<file path="config.mk">
export PLATFORM = sky130hd
export DESIGN_NAME = led_matrix_scanner
export DESIGN_NICKNAME = d
export VERILOG_FILES = /design/src/rtl/led_matrix_scanner.sv
export SDC_FILE = /design/constraint.sdc
export NUM_CORES = 1
export LEC_CHECK = 0
export CAP_MARGIN = 20
export CORE_ASPECT_RATIO = 2
export CORE_MARGIN = 5
export CORE_UTILIZATION = 25
export CTS_BUF_LIST = sky130_fd_sc_hd__clkbuf_4 sky130_fd_sc_hd__clkbuf_8
export CTS_CLUSTER_SIZE = 12
export DETAILED_ROUTE_END_ITERATION = 6
export PLACE_DENSITY = 0.4
export SYNTH_ARGS = -nofsm -noshare
export SYNTH_HDL_FRONTEND = slang
export SYNTH_SLANG_ARGS = --single-unit
</file>
<file path="constraint.sdc">
create_clock -name clk -period 1.8 [get_ports clk]
set_input_delay 0.36 -clock clk [delete_from_list [all_inputs] [get_ports clk]]
set_output_delay 0.36 -clock clk [all_outputs]
set_load 0.005 [all_outputs]
</file>
<file path="src/rtl/led_matrix_scanner.sv">
// 8x8 LED matrix row scanner: double-buffered frame word, per-row hold time,
// blanking gap between rows, continuous refresh of the last accepted frame.
module led_matrix_scanner #(
   parameter int ROW_HOLD_CYCLES = 1000,
   parameter int BLANK_CYCLES    = 2
) (
   input  logic        clk,
   input  logic        rst,
   input  logic [63:0] frame_in,
   input  logic        frame_valid,
   output logic [7:0]  row_sel,
   output logic [7:0]  col_data,
   output logic        frame_done,
   output logic        frame_pending
);

   localparam int MAX_N = (ROW_HOLD_CYCLES > BLANK_CYCLES) ? ROW_HOLD_CYCLES : BLANK_CYCLES;
   localparam int CW    = (MAX_N > 1) ? $clog2(MAX_N) : 1;
   localparam logic [CW-1:0] HOLD_LAST  = CW'(ROW_HOLD_CYCLES - 1);
   localparam logic [CW-1:0] BLANK_LAST = CW'(BLANK_CYCLES - 1);

   typedef enum logic [1:0] {IDLE, LOAD, DISPLAY, BLANK} state_t;

   state_t          state_reg, state_next;
   logic [CW-1:0]   cnt_reg, cnt_next;
   logic [2:0]      row_reg, row_next;
   logic [63:0]     active_reg;
   logic [63:0]     pending_reg;
   logic            pending_full_reg;
   logic            done_stage_reg;
   logic            frame_end;
   logic [7:0]      row_sel_reg;
   logic [7:0]      col_data_reg;
   logic            frame_done_reg;
   logic [7:0]      row_bytes [8];

   genvar gi;
   generate
      for (gi = 0; gi < 8; gi++) begin : g_row_bytes
         assign row_bytes[gi] = active_reg[8*gi +: 8];
      end
   endgenerate

   always_comb begin
      state_next = state_reg;
      cnt_next   = cnt_reg + CW'(1);
      row_next   = row_reg;
      frame_end  = 1'b0;
      case (state_reg)
         IDLE: begin
            cnt_next = '0;
            // A word arriving this edge is already in pending when LOAD runs.
            if (pending_full_reg || frame_valid)
               state_next = LOAD;
         end
         LOAD: begin
            cnt_next   = '0;
            row_next   = 3'd0;
            state_next = DISPLAY;
         end
         DISPLAY: begin
            if (cnt_reg == HOLD_LAST) begin
               cnt_next   = '0;
               state_next = BLANK;
            end
         end
         BLANK: begin
            if (cnt_reg == BLANK_LAST) begin
               cnt_next = '0;
               if (row_reg != 3'd7) begin
                  row_next   = row_reg + 3'd1;
                  state_next = DISPLAY;
               end else begin
                  frame_end = 1'b1;
                  if (pending_full_reg) begin
                     state_next = LOAD;
                  end else begin
                     row_next   = 3'd0;
                     state_next = DISPLAY;
                  end
               end
            end
         end
         default: begin
            cnt_next   = '0;
            state_next = IDLE;
         end
      endcase
   end

   always_ff @(posedge clk or negedge rst) begin
      if (!rst) begin
         state_reg        <= IDLE;
         cnt_reg          <= '0;
         row_reg          <= 3'd0;
         active_reg       <= '0;
         pending_reg      <= '0;
         pending_full_reg <= 1'b0;
         done_stage_reg   <= 1'b0;
         frame_done_reg   <= 1'b0;
         row_sel_reg      <= 8'd0;
         col_data_reg     <= 8'd0;
      end else begin
         state_reg <= state_next;
         cnt_reg   <= cnt_next;
         row_reg   <= row_next;
         if (state_reg == LOAD)
            active_reg <= pending_reg;
         if (frame_valid) begin
            pending_reg      <= frame_in;
            pending_full_reg <= 1'b1;
         end else if (state_reg == LOAD) begin
            pending_full_reg <= 1'b0;
         end
         // Pins trail the state by one cycle; the extra stage keeps frame_done
         // on the first pin cycle after row 7's blank.
         done_stage_reg <= frame_end;
         frame_done_reg <= done_stage_reg;
         if (state_reg == DISPLAY) begin
            row_sel_reg  <= 8'd1 << row_reg;
            col_data_reg <= row_bytes[row_reg];
         end else begin
            row_sel_reg  <= 8'd0;
            col_data_reg <= 8'd0;
         end
      end
   end

   assign row_sel       = row_sel_reg;
   assign col_data      = col_data_reg;
   assign frame_done    = frame_done_reg;
   assign frame_pending = pending_full_reg;

endmodule

</file>
# == After elaboration in Yosys (flattened, before gate mapping) ==
# Cells that the tools add are included.
# op_classes
n_addsub,2
order_cmp,1
eq_ne,10
n_shift,1
muxes,23
bitwise_logic,1
reduce_logical,7
# op_table
cell,n
8-bit two-way mux,4
10-bit one-hot mux with 3 select lines,1
8-bit binary-select mux with 3-bit select,1
10-bit two-way mux,2
"10-bit by 1-bit adder with 10-bit output, second input constant",1
"10-bit by 1-bit equality test with 1-bit output, second input constant",1
"10-bit equality test, second input constant",1
2-bit two-way mux,5
3-bit two-way mux,3
2-bit one-hot mux with 4 select lines,1
"1-bit by 3-bit << shifter with 8-bit output, first input constant",1
"2-bit != test, second input constant",3
"3-bit != test, second input constant",2
3-bit one-hot mux with 2 select lines,1
3-bit AND reduction,2
1-bit two-way mux,5
"2-bit equality test, second input constant",2
"4-bit greater-or-equal comparator, second input constant",1
3-bit NOT with 4-bit output,1
2-bit nonzero test,2
"3-bit by 1-bit adder with 3-bit output, second input constant",1
"2-bit by 1-bit equality test with 1-bit output, second input constant",1
2-bit logical NOT,1
2-bit OR reduction,1
1-bit logical OR,1
# word_totals
ff_bits,162
in_bits,67
output_inout_bits,18
elab_cells,55

# == Depth between registers and ports, before layout ==
# Gate-level depths: netlist (run 1).
# logic_depth
ltp_word,5
depth_mapped,6
mapped_depth_nobuf,6

# == Least setup slack after synthesis (run 1) ==
# No wires, ideal clock.
# synth_timing
path_type,register to register
start,register row_reg[0]
end,register row_reg[0]
setup_time_ns,0.142
arrival_time_ns,1.467
required_time_ns,1.658
setup_slack_ns,0.191
stages_incl_launch_ff,7
n_path_buf,0
synth_period_minus_slack_ns,1.609
cell_sequence,dfrtp_1 -> ha_1 -> ha_1 -> a211oi_1 -> nand4_1 -> nand3_1 -> o221ai_1
# synth_via
elab_chain_cells,4
word_cells_on_any_way,7
cone_classes,add/sub (1); eq/ne (2); mux (3); reduce/logical (1)
# synth_rtl
element,line_no,rtl
start: declaration,26,"logic [2:0] row_reg, row_next;"
start signal: assignment,106,row_reg <= row_next;
3-bit by 1-bit adder with 3-bit output / 3-bit != test (equally long branches),"71, 70",
3-bit two-way mux,70,if (row_reg != 3'd7) begin
3-bit two-way mux,68,if (cnt_reg == BLANK_LAST) begin
3-bit one-hot mux with 2 select lines,49,case (state_reg)
# Parallel ways exist; a longest one is shown, timed or not. The select of a mux whose other input is x is not followed.
# A chain may end at the register's enable or synchronous reset.

# == Final worst setup path (run 1) ==
# layout_timing
start,register col_data_reg[5] (netlist: col_data[5])
end,output col_data[5]
# layout_lines
element,line_no,rtl
start: declaration,33,logic [7:0] col_data_reg;
start signal: assignment,121,col_data_reg <= row_bytes[row_reg];
end: declaration,12,"output logic [7:0] col_data,"
# No word-level cell between the ends.

==> qor.txt, run 1 <==
Maximum fanout count along the critical path: 1
Proportion of register bits with asynchronous set or reset after synthesis: 100.0%
Count of port buffers added during placement: 84
Cts bufs inserted: 17
Final instance count without filler cells: 1026
Maximum number of pins on one net before global-route repair: 65
Total Die Area: 30360 µm²
Setup total negative slack: 0 ns
Post-synthesis cell type with the largest combined area: sky130_fd_sc_hd__dfrtp_1
Worst Max-Slew Pin Slew: 0.5777 ns
Power share of the sequential group: 44.7%
Max stage delay cell, worst path: sky130_fd_sc_hd__clkdlybuf4s50_1
Mean cell area of the mapped netlist: 11.63 µm²
Number of flops mapped to enable cells by yosys: 0
Setup Viol. Count Final: 0
Number of failing hold endpoints at the final stage: 0
Fmax: 0.5794 GHz
Layout Area Growth over Synthesis: 27.65%
Signal arrival time at the worst endpoint: 1.37 ns
Effective utilization at floorplan: 25.38%
Ranking of synthesized cells by instance count: 213 x sky130_fd_sc_hd__nand2_1, 162 x sky130_fd_sc_hd__dfrtp_1, 64 x sky130_fd_sc_hd__mux2_2
Number of buffers on the longest clock path: 2
Most repeated cell in the gate-level netlist after synthesis: sky130_fd_sc_hd__nand2_1
Mapped Area: 6696 µm²
Kind of critical path: reg -> out
Post-route clock period utilization: 95.88%
Met2 WL post-DR: 9798 µm
Post-Synthesis Net Count: 651
Nets: 744
Metal3 WL: 613 µm
Number of max-slew violations in the final report: 0
Internal Power: 8.198 mW
Unique masters post-synth: 36
Wire length the detailed router placed on met1: 6491 µm
Share of final-layout standard cells stronger than drive strength 1: 21.15%
Detail Placement HPWL: 13170 µm
Share of total power in combinational logic: 30.3%
Synthesis-stage register bit count: 162
Boundary Pins: 85
Critical path's largest stage delay: 0.53 ns
Wire length reported by the detailed router: 17430 µm
Share of Yosys cell area claimed by the top area cell type: 60.54%
Unrepaired setup endpoints after global routing: no
Ranking of synthesized cells by area: sky130_fd_sc_hd__dfrtp_1 61%, sky130_fd_sc_hd__nand2_1 12%, sky130_fd_sc_hd__mux2_2 11%
Critical path startpoint: col_data[5]
Depth of the CTS H-tree: 4
Total congestion overflow after global routing: 0
Clock Latency Late Sink: 0.48 ns
Static power due to leakage: 3.925 nW
DIE HEIGHT: 241.5 µm
DRC errors left: 0
First-pass DRT Iterations: 5
Max_cap viols: 0
Routability congestion estimate from global placement: 0.7509
Largest vdd supply drop: 0.6062 mV
Endpoint class of the critical path: output pin
Path class of the lowest-slack min-delay path: reg -> reg
Clock root cell: sky130_fd_sc_hd__clkbuf_8
End-of-flow core utilization: 32.40%
Cell Pwr Density: 1430 nW/µm²
Vias per cell: 4.322
Initial antenna violation count: 1
Highest signal layer in the routed design: met4
Final antenna-violating net count: 0
Top delay family on crit path: buffers and inverters
Worst-case reg-to-reg path depth: 6
Vias in the first global route: 4852
Clock period minus worst slack: 1.726 ns
Net switching power of the design: 4.027 mW
Startpoint type of the worst setup path: flop
Relative max-transition margin: 61.41%
Launch point of the worst reg-to-reg path: row_reg[0]
Wire length of the first global-routing pass: 28080 µm
R2r setup slk: 0.13 ns
Required time of the critical path: 1.44 ns
FP Rows: 84
Core area: 26380 µm²
Result of the run: completed
Endpoint of the most critical setup path: col_data[5]
Cell Count Post-Placement: 992
Post-CTS clock slew at the launch and capture registers of the worst setup and hold paths: 0.09 ns
Horizontal extent of the die: 125.7 µm
Clock tree from TritonCTS: built
Count of cell instances traversed by the critical path: 1
Wirelength per Cell: 16.98 µm
Total design power: 12.22 mW
Sw Share: 32.94%
Main synth FF type: sky130_fd_sc_hd__dfrtp_1
Gate Count Post-Synth: 576
Crit path buffers/inverters: 1
Cells along the critical path: clkdlybuf4s50_1
Sequential cell area fraction in the yosys report: 60.54%
Share of total power in the clock network: 25.0%
Synth warnings: 0
GRT Resource Usage Total: 12.19%
DR vias: 4434
Skew final: 0.008404 ns
First-iteration detailed-routing DRC count: 189
Clock sink total: 162
FF-to-FF End: row_reg[1]
[logic make-up (layout without fill, tap and decap cells)]
logic type | after synthesis | in the layout | synth area share [%]
AND/OR/NAND/NOR | 266 | 266 | 16.84
flip-flops | 162 | 162 | 60.54
multiplexers | 80 | 80 | 16.14
buffers and inverters | 36 | 141 | 2.392
AO/OA/AOI/OAI | 16 | 16 | 1.551
adder cells (fa/ha/maj) | 8 | 8 | 1.495
XOR/XNOR | 8 | 8 | 1.046
other | 0 | 1 | 0
[worst reg2reg max path: cells and delay by family, from the launching register on]
| family | cells | cell delay, ns |
|---|---|---|
| AO/OA/AOI/OAI | 2 | 0.29 |
| adder cells (fa/ha/maj) | 2 | 0.43 |
| flip-flops | 1 | 0.40 |
| AND/OR/NAND/NOR | 2 | 0.41 |
[per-layer routing]
| metal | vias to the layer above | GRT usage, % |
|---|---|---|
| li1 | 2094 | - |
| met5 | - | 0 |
| met1 | 2231 | 13.32 |
| met2 | 88 | 22.15 |
| met3 | 21 | 3.155 |
| met4 | 0 | 5.362 |
[repair_timing]
action                     4_1_cts  5_1_grt
setup buffers                    1        0
resized for setup                1        2
hold endpoints to repair        42        0
pin swaps                        0        1
hold buffers                     1        0
setup endpoints to repair        1        4
[through the flow]
step	setup slack [ns]	hold WS, ns	area [µm²]
floorplan	0.1910	0.06441	6696
global placement	0.1939	0.3343	8066
detailed placement	0.1022	0.3367	8066
CTS	0.02222	0.3604	8538
global route	0.001473	0.3742	8548
finish	0.07421	0.3554	8548
[power groups by stage]
| stage | Combinational [mW] | Sequential [mW] | Clock [mW] |
|---|---|---|---|
| 2_1_floorplan | 2.62 | 5.09 | 0 |
| 3_3_place_gp | 3.70 | 5.57 | 0 |
| 3_5_place_dp | 3.75 | 5.58 | 0 |
| 4_1_cts | 3.79 | 5.50 | 3.18 |
| 5_1_grt | 4.21 | 5.56 | 3.31 |
| 6_report | 3.70 | 5.46 | 3.06 |
[final cells by class]
type,count,area (µm²)
clock inverter,11,183.9
timing repair buffer,106,1095
sequential,162,4055
tap,344,430.4
inverter,4,15.01
clock buffer,20,269.0
multi-input combinational,378,2497
antenna,1,2.502
fill,2639,17830
[layout by cell type (no fill, tap or decap), types with 2 or more instances in the layout]
master | netlist | final
sky130_fd_sc_hd__a211oi_2 | 1 | 2
sky130_fd_sc_hd__a21oi_1 | 9 | 9
sky130_fd_sc_hd__and2_1 | 2 | 2
sky130_fd_sc_hd__and3_1 | 8 | 8
sky130_fd_sc_hd__buf_12 | 0 | 7
sky130_fd_sc_hd__buf_4 | 1 | 14
sky130_fd_sc_hd__bufinv_16 | 0 | 5
sky130_fd_sc_hd__clkbuf_8 | 0 | 19
sky130_fd_sc_hd__clkdlybuf4s50_1 | 0 | 81
sky130_fd_sc_hd__clkinv_2 | 0 | 5
sky130_fd_sc_hd__dfrtp_1 | 162 | 161
sky130_fd_sc_hd__ha_1 | 8 | 8
sky130_fd_sc_hd__inv_1 | 4 | 4
sky130_fd_sc_hd__mux2_2 | 64 | 64
sky130_fd_sc_hd__mux4_2 | 16 | 16
sky130_fd_sc_hd__nand2_1 | 213 | 213
sky130_fd_sc_hd__nand3_1 | 8 | 8
sky130_fd_sc_hd__nand4_1 | 3 | 3
sky130_fd_sc_hd__nand4b_1 | 3 | 3
sky130_fd_sc_hd__nor2_1 | 16 | 16
sky130_fd_sc_hd__nor3_1 | 2 | 2
sky130_fd_sc_hd__o221ai_1 | 3 | 3
sky130_fd_sc_hd__xnor2_1 | 5 | 5
sky130_fd_sc_hd__xor2_1 | 3 | 3
[how the worst min path moves through the flow]
| stage | start | endpoint | slack, ns | cells past startpoint |
|---|---|---|---|---|
| 6_report | done_stage_reg | frame_done | 0.36 | 0 |
| 5_1_grt | done_stage_reg | frame_done | 0.37 | 0 |
| 4_1_cts | done_stage_reg | frame_done | 0.36 | 0 |
| 3_5_place_dp | rst | pending_reg[42] | 0.34 | 1 |
| 3_3_place_gp | done_stage_reg | frame_done | 0.33 | 0 |
| 2_1_floorplan | rst | active_reg[0] | 0.06 | 0 |
(Power assumes the default switching activity.)
==> run 2: changes to the inputs <==
- RECOVER_POWER: unset -> 25
==> run 2 against run 1 <==
Against the previous run: via count is essentially flat; largest cell class unchanged; critical path depth unchanged; combinational power barely moved; largest power group unchanged.
==> qor.txt, run 2 (same netlist as run 1, synthesis figures left out) <==
Boundary Pins: 85
Combined area of the multi-input logic cells: 2497 µm²
Clock Latency Late Sink: 0.47 ns
Detail Placement HPWL: 13170 µm
DR vias: 4433
Clock period minus worst slack: 1.721 ns
FP Rows: 84
Vias in the first global route: 4852
DRC errors left: 0
Initial antenna violation count: 1
Kind of critical path: reg -> out
Max stage delay cell, worst path: sky130_fd_sc_hd__clkdlybuf4s50_1
Horizontal extent of the die: 125.7 µm
Setup total negative slack: 0 ns
Number of buffers on the longest clock path: 2
Count of port buffers added during placement: 84
Depth of the CTS H-tree: 4
Commonest non-fill, non-tap cell in the layout: sky130_fd_sc_hd__nand2_1
Sequential cell area: 4055 µm²
Required time of the critical path: 1.44 ns
Setup Viol. Count Final: 0
Share of final-layout standard cells stronger than drive strength 1: 20.85%
Unrepaired setup endpoints after global routing: no
Signal arrival time at the worst endpoint: 1.36 ns
Skew final: 0.008838 ns
Number of max-slew violations in the final report: 0
Total Die Area: 30360 µm²
Wirelength per Cell: 16.99 µm
Wire length of the first global-routing pass: 28080 µm
Clock sink total: 162
First-iteration detailed-routing DRC count: 177
Cts bufs inserted: 17
Post-route clock period utilization: 95.63%
Critical path's largest stage delay: 0.53 ns
Fmax: 0.5809 GHz
Nets: 744
Number of failing hold endpoints at the final stage: 0
Path class of the lowest-slack min-delay path: reg -> reg
Total design power: 12.22 mW
Top delay family on crit path: buffers and inverters
Top library cells by usage in the layout, fill and taps aside: 213 x sky130_fd_sc_hd__nand2_1, 161 x sky130_fd_sc_hd__dfrtp_1, 81 x sky130_fd_sc_hd__clkdlybuf4s50_1, 64 x sky130_fd_sc_hd__mux2_2, 19 x sky130_fd_sc_hd__clkbuf_8
Layout Area Growth over Synthesis: 27.13%
Max_cap viols: 0
Maximum number of pins on one net before global-route repair: 65
Cells along the critical path: clkdlybuf4s50_1
Core area: 26380 µm²
Wire length reported by the detailed router: 17430 µm
Clock root cell: sky130_fd_sc_hd__clkbuf_8
Endpoint class of the critical path: output pin
Routability congestion estimate from global placement: 0.7509
Post-route worst hold slack: 0.3554 ns
Result of the run: completed
Relative max-transition margin: 46.77%
Static power due to leakage: 3.908 nW
Post-CTS clock slew at the launch and capture registers of the worst setup and hold paths: 0.09 ns
Largest vdd supply drop: 0.6035 mV
Clock tree from TritonCTS: built
Fill cell count: 2643
Maximum fanout count along the critical path: 1
Startpoint type of the worst setup path: flop
Final antenna-violating net count: 0
Worst Max-Slew Pin Slew: 0.7984 ns
Cell Pwr Density: 1436 nW/µm²
Crit path buffers/inverters: 1
Total congestion overflow after global routing: 0
DIE HEIGHT: 241.5 µm
Effective utilization at floorplan: 25.38%
GRT Resource Usage Total: 12.19%
Vias per cell: 4.321
First-pass DRT Iterations: 5
-- run 2: changes by cell type in the layout (fill, tap and decap cells not counted) --
cell	delta
sky130_fd_sc_hd__buf_2	-1
sky130_fd_sc_hd__clkbuf_1	+2
sky130_fd_sc_hd__buf_12	-2
sky130_fd_sc_hd__clkbuf_2	+2
sky130_fd_sc_hd__buf_4	-1
-- run 2: power by group --
part	leakage [nW]	switching (mW)	internal, mW	total (mW)
clock	0.236	1.34	1.72	3.06
combinational	1.68	1.88	1.82	3.70
sequential	2.00	0.815	4.65	5.46
total	3.91	4.03	8.19	12.2
-- run 2: worst paths after layout --
| path | start | to | slack (ns) | cells past startpoint |
|---|---|---|---|---|
| max | col_data[5] | col_data[5] | 0.08 | 1 |
| min | done_stage_reg | frame_done | 0.36 | 0 |
| max reg2reg | row_reg[0] | row_reg[0] | 0.12 | 6 |
| min reg2reg | done_stage_reg | frame_done | 0.36 | 0 |
| max in group asynchronous | rst | pending_reg[52] | 0.79 | 3 |
| min in group asynchronous | rst | pending_reg[42] | 0.39 | 2 |
-- run 2: repair_timing --
action | CTS | global route
buffers inserted | 1 | 0
hold endpoints to repair | 42 | 0
endpoints found under the setup margin | 1 | 4
gates resized for setup | 1 | 2
hold buffers | 1 | 0
pin swaps | 0 | 1
-- run 2: area by class of cell --
type                    count  area share (%)
flip-flops and latches    162           47.63
multi-input cells         378           29.34
repair buffers            106           12.45
well taps                 344           5.056
clock buffers              20           3.160
clock inverters            11           2.160
inverters                   4          0.1764
diodes                      1         0.02939
-- run 2: stage by stage --
step           utilization [%]  setup WS (ns)  std cells  cell area, µm²
2_1_floorplan                -         0.1910        576            6696
3_3_place_gp             30.58         0.1939        992            8066
3_5_place_dp             30.58         0.1022        992            8066
4_1_cts                  32.37        0.02222       1025            8538
5_1_grt                  32.27       0.001473       1026            8513
6_report                 32.27        0.07861       1026            8513
-- run 2: metal layers --
| metal | part of all wire [%] | global-route usage [%] |
|---|---|---|
| met1 | 37 | 13.32 |
| met2 | 56 | 22.15 |
| met3 | 3.5 | 3.155 |
| met4 | 3.0 | 5.362 |
| met5 | 0 | 0 |
==> run 3: changes to the inputs <==
- CORE_UTILIZATION: 25 -> 57
- PLACE_DENSITY: 0.4 -> 0.8
==> run 3 against run 2 <==
Against the previous run: via count grew 0.50%; critical endpoint is now frame_pending; register-to-register slack lost 0.04 ns; clock power shrank 4%; routed wire length shrank 16%; die area shrank 53%; cell count shrank 20%; clock skew grew 0.0010 ns.
==> qor.txt, run 3 (same netlist as run 1, synthesis figures left out) <==
Nets: 737
First-pass DRT Iterations: 4
Clock Latency Late Sink: 0.45 ns
Total congestion overflow after global routing: 0
Relative max-transition margin: 23.55%
Number of buffers on the longest clock path: 2
Max_cap viols: 0
Largest vdd supply drop: 0.9202 mV
Total Die Area: 14150 µm²
Clock root cell: sky130_fd_sc_hd__clkbuf_8
End-of-flow core utilization: 70.43%
Effective utilization at floorplan: 57.57%
Count of cell instances traversed by the critical path: 1
Cell Count Post-Placement: 787
Smallest setup slack after layout: 0.03210 ns
Post-CTS clock slew at the launch and capture registers of the worst setup and hold paths: 0.08 ns
Cts bufs inserted: 17
Post-route clock period utilization: 98.22%
Clock sink total: 162
Cells along the critical path: clkdlybuf4s50_1
Final antenna-violating net count: 0
Initial antenna violation count: 0
Commonest non-fill, non-tap cell in the layout: sky130_fd_sc_hd__nand2_1
Antenna Diode Count: 0
DRC errors left: 0
Fmax: 0.5656 GHz
Critical path's largest stage delay: 0.53 ns
Maximum fanout count along the critical path: 6
Final instance count without filler cells: 818
Cell Pwr Density: 1468 nW/µm²
Vias per cell: 5.446
Worst-case reg-to-reg path depth: 6
Launch point of the worst reg-to-reg path: row_reg[0]
Wire length reported by the detailed router: 14650 µm
Result of the run: completed
Signal arrival time at the worst endpoint: 1.41 ns
Min-Delay Endpoint: frame_done
FP Rows: 56
Layout Area Growth over Synthesis: 22.33%
DIE HEIGHT: 163.3 µm
First-iteration detailed-routing DRC count: 262
Static power due to leakage: 3.845 nW
Startpoint type of the worst setup path: flop
DR vias: 4455
Wire length of the first global-routing pass: 24230 µm
Vias in the first global route: 4868
Horizontal extent of the die: 86.64 µm
FF-to-FF End: row_reg[2]
Endpoint class of the critical path: output pin
Count of port buffers added during placement: 84
Maximum number of pins on one net before global-route repair: 67
Depth of the CTS H-tree: 4
Crit path buffers/inverters: 1
Path class of the lowest-slack min-delay path: reg -> reg
Required time of the critical path: 1.44 ns
Number of buffers added for setup after CTS: 0
Detail Placement HPWL: 10410 µm
GRT Resource Usage Total: 22.42%
Max stage delay cell, worst path: sky130_fd_sc_hd__clkdlybuf4s50_1
Sequential cell area: 4055 µm²
Core area: 11630 µm²
Wirelength per Cell: 17.91 µm
Pre-CTS setup slack: 0.1184 ns
Skew final: 0.009834 ns
R2r setup slk: 0.08 ns
Setup Viol. Count Final: 0
Worst Max-Slew Pin Slew: 1.147 ns
Top delay family on crit path: buffers and inverters
Combined area of the multi-input logic cells: 2497 µm²
Number of max-slew violations in the final report: 0
Hold path depth: 0
Top library cells by usage in the layout, fill and taps aside: 213 x sky130_fd_sc_hd__nand2_1, 161 x sky130_fd_sc_hd__dfrtp_1, 82 x sky130_fd_sc_hd__clkdlybuf4s50_1, 64 x sky130_fd_sc_hd__mux2_2, 18 x sky130_fd_sc_hd__clkbuf_8
Clock tree from TritonCTS: built
Number of failing hold endpoints at the final stage: 0
Fill cell count: 814
Share of final-layout standard cells stronger than drive strength 1: 20.21%
Worst Min Path Start: done_stage_reg
Clock period minus worst slack: 1.768 ns
Boundary Pins: 85
Routability congestion estimate from global placement: 0.8706
Kind of critical path: reg -> out
[run 3: what timing repair did]
item,4_1_cts,5_1_grt
hold endpoints to repair,41,0
pin swaps,0,2
hold buffers,1,0
setup endpoints to repair,1,1
resized for setup,1,1
cloned,0,0
[run 3: power breakdown]
group	switching [mW]	total [mW]	internal, mW
registers	0.754	5.40	4.65
clock network	1.24	2.94	1.70
logic	1.89	3.68	1.79
[run 3: layout make-up]
type	count	area share (%)
clock buffer	20	3.208
clock inverter	10	2.245
inverter	4	0.1833
multi-input combinational	378	30.49
sequential	162	49.50
tap	145	2.215
timing repair buffer	99	12.16
[run 3: worst max-delay path by stage]
| stage | start | to | slack, ns |
|---|---|---|---|
| after floorplan | row_reg[0] | row_reg[0] | 0.19 |
| after global placement | row_reg[0] | row_reg[0] | 0.22 |
| after detailed placement | row_reg[0] | row_reg[2] | 0.12 |
| after CTS | col_data[1] | col_data[1] | 0.02 |
| after global routing | row_reg[1] | row_reg[0] | -0.05 |
| final | frame_pending | frame_pending | 0.03 |
[run 3: routing by layer]
| metal | track usage, % | routed length, µm |
|---|---|---|
| met1 | 25.08 | 5115 |
| met2 | 38.49 | 8091 |
| met3 | 4.594 | 611 |
| met4 | 13.55 | 833 |
| met5 | 0 | 0 |
[run 3: stage by stage]
stage	instance area, µm²	TNS [ns]	hold slack (ns)	power [mW]
finish	8192	0	0.3513	12.03
global route	8192	-0.1108	0.3611	12.74
CTS	8205	0	0.3541	12.09
detailed placement	7747	0	0.3151	9.081
global placement	7747	0	0.3132	8.901
floorplan	6696	0	0.06441	7.712
